### config.mk
export PLATFORM = sky130hd
export DESIGN_NAME = fetch_decode_pipe
export DESIGN_NICKNAME = d
export VERILOG_FILES = /design/src/rtl/pipe_pkg.sv /design/src/rtl/sat_counter.sv /design/src/rtl/fetch_decode_pipe.sv
export SDC_FILE = /design/constraint.sdc
export NUM_CORES = 1
export LEC_CHECK = 0
export ABC_AREA = 0
export CAP_MARGIN = 20
export CORE_MARGIN = 2
export CORE_UTILIZATION = 35
export CTS_CLUSTER_SIZE = 8
export DETAILED_ROUTE_END_ITERATION = 10
export PLACE_DENSITY = 0.73
export REMOVE_ABC_BUFFERS = 1
export SLEW_MARGIN = 20
export SYNTH_ARGS = -nofsm -noshare
export SYNTH_HDL_FRONTEND = slang
export SYNTH_SLANG_ARGS = --single-unit
### constraint.sdc
create_clock -name CLK -period 3 [get_ports CLK]
set_input_delay 0.9 -clock CLK [delete_from_list [all_inputs] [get_ports CLK]]
set_output_delay 0.9 -clock CLK [all_outputs]
set_load 0.05 [all_outputs]
### src/rtl/pipe_pkg.sv
// Shared constants and payload types for the fetch/decode/execute pipeline registers.
package pipe_pkg;

    localparam int unsigned DATA_W     = 32;
    localparam int unsigned INSTR_W    = 32;
    localparam int unsigned REG_ADDR_W = 4;
    localparam int unsigned CTRL_W     = 12;

    // Control bundle bit positions; bits 4:0 are the architecturally visible effects.
    localparam int unsigned CTRL_REGWRITE = 0;
    localparam int unsigned CTRL_MEMWRITE = 1;
    localparam int unsigned CTRL_MEMTOREG = 2;
    localparam int unsigned CTRL_PCS      = 3;
    localparam int unsigned CTRL_BRANCH   = 4;
    localparam logic [4:0]  CTRL_SIDE_EFFECT = 5'h1F;

    localparam logic [INSTR_W-1:0] NOP_INSTR = 32'hE1A0_0000;
    localparam logic [DATA_W-1:0]  RESET_PC  = 32'h0000_0000;

    typedef struct packed {
        logic [REG_ADDR_W-1:0] ra1;
        logic [REG_ADDR_W-1:0] ra2;
        logic [REG_ADDR_W-1:0] wa3;
    } reg_addr_t;

endpackage

### src/rtl/sat_counter.sv
// Event counter that sticks at its maximum value; clear wins over increment.
module sat_counter #(
    parameter int unsigned CNT_W = 32
) (
    input  logic             clk,
    input  logic             rst_n,
    input  logic             inc,
    input  logic             clr,
    output logic [CNT_W-1:0] q
);

    logic [CNT_W-1:0] cnt_q;
    logic [CNT_W-1:0] cnt_d;

    always_comb begin
        cnt_d = cnt_q;
        if (clr) begin
            cnt_d = '0;
        end else if (inc && (cnt_q != {CNT_W{1'b1}})) begin
            cnt_d = cnt_q + CNT_W'(1);
        end
    end

    always_ff @(posedge clk or negedge rst_n) begin
        if (!rst_n) begin
            cnt_q <= '0;
        end else begin
            cnt_q <= cnt_d;
        end
    end

    assign q = cnt_q;

endmodule

### src/rtl/fetch_decode_pipe.sv
// PC, IF/ID and ID/EX registers driven by the hazard unit, plus stall/flush event counters.
module fetch_decode_pipe #(
    parameter int unsigned        DATA_W    = pipe_pkg::DATA_W,
    parameter logic [DATA_W-1:0]  RESET_PC  = pipe_pkg::RESET_PC,
    parameter logic [31:0]        NOP_INSTR = pipe_pkg::NOP_INSTR,
    parameter int unsigned        CTRL_W    = pipe_pkg::CTRL_W,
    parameter int unsigned        CNT_W     = 32
) (
    input  logic                                CLK,
    input  logic                                RESETn,
    input  logic                                StallF,
    input  logic                                StallD,
    input  logic                                FlashD,
    input  logic                                FlashE,
    input  logic                                PCSrcE,
    input  logic [DATA_W-1:0]                   BranchTargetE,
    input  logic [31:0]                         InstrF,
    output logic [DATA_W-1:0]                   PCF,
    output logic [31:0]                         InstrD,
    output logic [DATA_W-1:0]                   PCPlus4D,
    output logic                                ValidD,
    input  logic [pipe_pkg::REG_ADDR_W-1:0]     RA1D,
    input  logic [pipe_pkg::REG_ADDR_W-1:0]     RA2D,
    input  logic [pipe_pkg::REG_ADDR_W-1:0]     WA3D,
    input  logic [DATA_W-1:0]                   RD1D,
    input  logic [DATA_W-1:0]                   RD2D,
    input  logic [DATA_W-1:0]                   ExtImmD,
    input  logic [CTRL_W-1:0]                   CtrlD,
    output logic [pipe_pkg::REG_ADDR_W-1:0]     RA1E,
    output logic [pipe_pkg::REG_ADDR_W-1:0]     RA2E,
    output logic [pipe_pkg::REG_ADDR_W-1:0]     WA3E,
    output logic [DATA_W-1:0]                   RD1E,
    output logic [DATA_W-1:0]                   RD2E,
    output logic [DATA_W-1:0]                   ExtImmE,
    output logic [CTRL_W-1:0]                   CtrlE,
    output logic                                ValidE,
    input  logic                                CntClr,
    output logic [CNT_W-1:0]                    StallCnt,
    output logic [CNT_W-1:0]                    FlushCnt
);

    import pipe_pkg::*;

    localparam logic [DATA_W-1:0] PC_STEP = DATA_W'(4);

    logic [DATA_W-1:0] pc_q, pc_d, pc_plus4_f;

    logic [31:0]       instr_d_q, instr_d_d;
    logic [DATA_W-1:0] pc_plus4_d_q, pc_plus4_d_d;
    logic              valid_d_q, valid_d_d;

    reg_addr_t         addr_e_q, addr_e_d;
    logic [DATA_W-1:0] rd1_e_q, rd1_e_d;
    logic [DATA_W-1:0] rd2_e_q, rd2_e_d;
    logic [DATA_W-1:0] imm_e_q, imm_e_d;
    logic [CTRL_W-1:0] ctrl_e_q, ctrl_e_d;
    logic              valid_e_q, valid_e_d;

    // Fetch PC: a taken branch redirects even while fetch is stalled.
    always_comb begin
        pc_plus4_f = pc_q + PC_STEP;
        pc_d       = pc_q;
        if (PCSrcE) begin
            pc_d = BranchTargetE;
        end else if (!StallF) begin
            pc_d = pc_plus4_f;
        end
    end

    // IF/ID: flush beats stall so a redirect always kills the wrong-path fetch.
    always_comb begin
        instr_d_d    = instr_d_q;
        pc_plus4_d_d = pc_plus4_d_q;
        valid_d_d    = valid_d_q;
        if (FlashD) begin
            instr_d_d    = NOP_INSTR;
            pc_plus4_d_d = '0;
            valid_d_d    = 1'b0;
        end else if (!StallD) begin
            instr_d_d    = InstrF;
            pc_plus4_d_d = pc_plus4_f;
            valid_d_d    = 1'b1;
        end
    end

    // ID/EX: never holds; a bubble zeroes everything, including the side-effect control bits.
    always_comb begin
        addr_e_d  = '0;
        rd1_e_d   = '0;
        rd2_e_d   = '0;
        imm_e_d   = '0;
        ctrl_e_d  = '0;
        valid_e_d = 1'b0;
        if (!FlashE) begin
            addr_e_d  = '{ra1: RA1D, ra2: RA2D, wa3: WA3D};
            rd1_e_d   = RD1D;
            rd2_e_d   = RD2D;
            imm_e_d   = ExtImmD;
            ctrl_e_d  = CtrlD;
            valid_e_d = valid_d_q;
        end
    end

    always_ff @(posedge CLK or negedge RESETn) begin
        if (!RESETn) begin
            pc_q         <= RESET_PC;
            instr_d_q    <= NOP_INSTR;
            pc_plus4_d_q <= '0;
            valid_d_q    <= 1'b0;
            addr_e_q     <= '0;
            rd1_e_q      <= '0;
            rd2_e_q      <= '0;
            imm_e_q      <= '0;
            ctrl_e_q     <= '0;
            valid_e_q    <= 1'b0;
        end else begin
            pc_q         <= pc_d;
            instr_d_q    <= instr_d_d;
            pc_plus4_d_q <= pc_plus4_d_d;
            valid_d_q    <= valid_d_d;
            addr_e_q     <= addr_e_d;
            rd1_e_q      <= rd1_e_d;
            rd2_e_q      <= rd2_e_d;
            imm_e_q      <= imm_e_d;
            ctrl_e_q     <= ctrl_e_d;
            valid_e_q    <= valid_e_d;
        end
    end

    sat_counter #(.CNT_W(CNT_W)) u_stall_cnt (
        .clk   (CLK),
        .rst_n (RESETn),
        .inc   (StallF),
        .clr   (CntClr),
        .q     (StallCnt)
    );

    sat_counter #(.CNT_W(CNT_W)) u_flush_cnt (
        .clk   (CLK),
        .rst_n (RESETn),
        .inc   (FlashD | FlashE),
        .clr   (CntClr),
        .q     (FlushCnt)
    );

    assign PCF      = pc_q;
    assign InstrD   = instr_d_q;
    assign PCPlus4D = pc_plus4_d_q;
    assign ValidD   = valid_d_q;
    assign RA1E     = addr_e_q.ra1;
    assign RA2E     = addr_e_q.ra2;
    assign WA3E     = addr_e_q.wa3;
    assign RD1E     = rd1_e_q;
    assign RD2E     = rd2_e_q;
    assign ExtImmE  = imm_e_q;
    assign CtrlE    = ctrl_e_q;
    assign ValidE   = valid_e_q;

endmodule

Word level (Yosys, flattened, before mapping)
Cells that the tools add are included.

Logic and storage cells: 44. Output and inout port bits: 282. Input port bits: 192. Register bits after elaboration: 282.

Bitwise logic cells: 1. Reductions and logical operators: 4. $add $sub $neg: 3. Eq/ne operators: 4. Mux-type cells: 18.

Operators with widths (count): 32-bit 2-to-1 mux (13); 32-bit by 1-bit adder with 32-bit output (second input constant) (2); 32-bit inequality test (second input constant) (2); 32-bit by 3-bit adder with 32-bit output (second input constant) (1); 12-bit 2-to-1 mux (2); 2-bit by 1-bit inequality test with 1-bit output (second input constant) (2); 2-bit nonzero test (2); 1-bit 2-to-1 mux (3); 1-bit logical AND (2); 1-bit bitwise OR (1).

Logic depth before layout (Yosys ltp)
Depth in word-level cells: 4. Gate-level depth with buffers: 8. Mapped depth without buffers: 6.

Cells and area by module
Synthesis repeated with hierarchy kept, for this count alone.

Cells, all modules: 1173. Area total of the unflattened synthesis: 12582.1 um^2.

By module, submodules not included: fetch_decode_pipe (area an instance 8873.5 um^2, cells each 777, seq. area each 5462.7 um^2, times used 1); sat_counter (area an instance 1854.3 um^2, cells each 198, seq. area each 800.8 um^2, times used 2).

Worst setup path before layout
OpenSTA, ideal clock, no wires.

Path type: register -> register. From: register pc_q[11], in the netlist PCF[11]. To: register pc_plus4_d_q[31], in the netlist PCPlus4D[31]. Arrival: 2.477 ns. Cell stages (with the launch flop): 8. Setup slack: 0.429 ns. Data required time: 2.906 ns. Library setup time: 0.094 ns. Buffers on the path: 2. Period minus slack after synthesis: 2.571 ns. Cells stage by stage: dfrtp_1 clkbuf_2 nand2_1 or4_4 buf_6 or4_1 xnor2_1 a211oi_1.

Word-level cells in the longest chain between the ends: 3.

Ends and longest elaborated chain: start, declared (RTL line fetch_decode_pipe.sv:46) `logic [DATA_W-1:0] pc_q, pc_d, pc_plus4_f;`; start signal, assigned (RTL line fetch_decode_pipe.sv:117) `pc_q <= pc_d;`; 32-bit by 3-bit adder with 32-bit output (RTL line fetch_decode_pipe.sv:61) `pc_plus4_f = pc_q + PC_STEP;`; 32-bit 2-to-1 mux (RTL line fetch_decode_pipe.sv:79) `end else if (!StallD) begin`; 32-bit 2-to-1 mux (RTL line fetch_decode_pipe.sv:75) `if (FlashD) begin`; end signal, assigned (RTL line fetch_decode_pipe.sv:119) `pc_plus4_d_q <= pc_plus4_d_d;`; end, declared (RTL line fetch_decode_pipe.sv:49) `logic [DATA_W-1:0] pc_plus4_d_q, pc_plus4_d_d;`.

No other way between the ends. The select of a mux whose other input is x is not followed. A chain may end at the register's enable or synchronous reset.

Worst setup path in the final report
From: register pc_q[12], in the netlist PCF[12]. To: output port PCF[12].

RTL lines: end, declared (RTL line fetch_decode_pipe.sv:18) `output logic [DATA_W-1:0] PCF,`.

No word-level cell between the ends.

==> results.json <==
{
  "ys.flop_type": "dfrtp_1",
  "dr.pass1.iters": 5,
  "ant_nets": 0,
  "powerDensity_nw_per_um2": 545,
  "p_sw_share_pct": 28.7,
  "routedWlPerCell_um": 19.0,
  "cts_resized": 0,
  "n_fill_cell": 2985,
  "hp-class": "in2async",
  "drive_gt1_share_pct": 7.15,
  "rsz0062_at_grt": "no",
  "cts_buffers": 41,
  "grt_max_degree": 118,
  "yosysSeqAreaShare_pct": 57.7,
  "max_stage_delay_ns": 0.93,
  "place_hpwl_um": 29100,
  "crit_slowest_cell": "clkdlybuf4s50_1",
  "p_leak_nw": 7.56,
  "core_um2": 34500,
  "ys_ff_latch": 282,
  "finalWirelength_um": 39600,
  "grt_util_met2_pct": 34.8,
  "crit_path_max_fanout": 6,
  "setup_viol": 0,
  "final-seq-area_um2": 7060,
  "synth_area_um2": 12200,
  "maxCapViolCount": 0,
  "grt_pass1_vias": 10600,
  "hold_ws_ns": 0.379,
  "cp.required_ns": 2.10,
  "place_ws_ns": 0.184,
  "overflow": 0,
  "yosysTopAreaCellShare_pct": 56.4,
  "p_int_w": 0.00726,
  "slew_headroom_pct": 43.5,
  "power_w": 0.0102,
  "placed_cells": 2026,
  "cts-root-buf": "clkbuf_16",
  "final_nets": 1809,
  "track_usage_pct": 21.3,
  "synth.area.top_cells": "dfrtp_1 (56%), nor2b_1 (6.8%), xnor2_1 (3.5%)",
  "clkSlewWorstSetupHoldPaths_ns": 0.05,
  "cp_top_family": "buffers and inverters",
  "irDropWorstVdd_v": 0.000402,
  "initial_core_util_pct": 35.5,
  "grt_use_met3_pct": 6.30,
  "yosys.area.top_type": "dfrtp_1",
  "finClkSkew_ns": 0.0144,
  "die_w_um": 191,
  "rows": 68,
  "clock_sinks": 282,
  "synth_common_cells": "dfrtp_1 (276), nor2b_1 (133), nor2_1 (110)",
  "switchingPower_w": 0.00292,
  "via_count": 10400,
  "p_clk_share_pct": 40.8,
  "slew_violations": 0,
  "grt_pass1_wl_um": 60600,
  "syn_avg_cell_area_um2": 10.8,
  "cts_setup_buffers": 0,
  "worstRegToRegCells": 6,
  "grt-busiest-layer": "met2",
  "post-route-period-util_pct": 95.3,
  "period_needed_ns": 2.86,
  "cts_max_path_buffers": 3,
  "timing.rr.start": "u_stall_cnt.q[15]",
  "h-tree-depth": 2,
  "tightest_slew_ns": 0.834,
  "crit_chain": "clkdlybuf4s50_1",
  "clk_latency_ns": 0.53,
  "r2r-end": "u_stall_cnt.q[23]",
  "yosys_warnings": 0,
  "routabilityCongestion": 0.838,
  "multiInputGateArea_um2": 4860,
  "cts_hold_buf": 0,
  "comb_power_share_pct": 18.4,
  "synthToLayoutAreaGrowth_pct": 52.4,
  "use_met1_pct": 26.8,
  "fin_ws_ns": 0.140,
  "drtIter0Drc": 472,
  "io_pins": 474,
  "finalHoldViolations": 0,
  "antenna_found_initial": 1,
  "port_buffers": 473,
  "via_per_inst": 5.01,
  "die_y_um": 191,
  "synthArstFlopShare_pct": 100,
  "crit_buf_inv": 1,
  "synth_most_common_cell": "dfrtp_1",
  "worstSetupEndpointType": "output port",
  "rrSetupSlack_ns": 0.51,
  "fmax_ghz": 0.350,
  "path_class": "reg2out",
  "final_cells": 2079,
  "synth_edf_count": 0,
  "synth_cell_type_count": 53,
  "status": "finished, final reports clean",
  "drc": 0,
  "crit_path_start_kind": "flop",
  "critPathArrivalTime_ns": 1.96,
  "netlist_instances": 1139,
  "p_seq_share_pct": 40.8,
  "cts_tree": "done",
  "fp.dieArea_um2": 36500
}
-- per-layer routing --
layer | wire (µm) | up-vias | part of all wire (%)
met4 | 1130 | 0 | 2.9
met3 | 3280 | 68 | 8.3
met5 | 0 | - | 0
met2 | 19300 | 423 | 49
met1 | 15900 | 5053 | 40
li1 | - | 4879 | -
-- worst max path at each step --
stage	start	to	slack [ns]	depth (start not counted)
4_1_cts	PCF[11]	PCF[11]	0.11	1
3_3_place_gp	StallF	u_stall_cnt.q[17]	0.20	7
3_5_place_dp	StallF	u_stall_cnt.q[29]	0.18	7
5_1_grt	PCF[12]	PCF[12]	0.07	1
6_report	PCF[12]	PCF[12]	0.14	1
2_1_floorplan	u_flush_cnt.q[18]	u_flush_cnt.q[29]	-0.009	4
-- kinds of logic (layout without fill, tap and decap cells) --
group                    count (synthesis)  count (layout)  synth area share (%)
flip-flops                             282             282                  57.7
buffers and inverters                   81             565                  2.67
adder cells (fa/ha/maj)                  3               3                 0.306
AND/OR/NAND/NOR                        498             498                  22.3
AO/OA/AOI/OAI                          160             160                  8.27
other                                    0               1                     0
XOR/XNOR                                73              73                  5.22
multiplexers                            42              42                  3.55
-- sequential cells by signal, indices dropped and copies added (netlist names) --
signal         flops
u_stall_cnt.q     32
RD2E              32
RA1E               4
WA3E               4
u_flush_cnt.q     32
CtrlE             12
ExtImmE           32
ValidE             1
PCPlus4D          32
PCF               32
RA2E               4
RD1E              32
ValidD             1
InstrD            32
-- area by class of cell --
type	instances	share of cell area (%)
clock buffer	51	5.92
tap	455	3.05
timing repair buffer	500	26.8
sequential	282	37.8
antenna	1	0.0134
clock inverter	1	0.0871
multi-input combinational	776	26.1
inverter	13	0.261
-- power by group through the flow --
| stage | sequential (W) | combinational (W) | clock, W |
|---|---|---|---|
| after CTS | 0.00415 | 0.00189 | 0.00426 |
| after global placement | 0.00420 | 0.00187 | 0 |
| after detailed placement | 0.00421 | 0.00189 | 0 |
| after floorplan | 0.00486 | 0.000269 | 0 |
| after global routing | 0.00417 | 0.00198 | 0.00444 |
| final | 0.00415 | 0.00187 | 0.00415 |
-- metrics by stage --
stage,cell area (µm²),TNS (ns),util [%]
2_1_floorplan,12000,-0.0176,-
3_3_place_gp,17500,0,50.8
6_report,18700,0,54.0
4_1_cts,18700,0,54.0
3_5_place_dp,17500,0,50.8
5_1_grt,18700,0,54.0
-- placed cells by master (no fill, tap or decap), drive strengths merged, types with 7 or more instances in the layout --
cell and count:
nand3 39, a21oi 43, nand4 26, o21ai 54, nor3 21, clkdlybuf4s50 467
a211oi 25, mux2i 33, buf 33, nor2b 133, nor2 110, mux2 9
or4 22, and3 15, inv 13, dfrtp 276, nor4 13, o31ai 13
clkbuf 51, or3 29, nand2 70, xor2 24, xnor2 49, a211o 7
(Power assumes the default switching activity.)
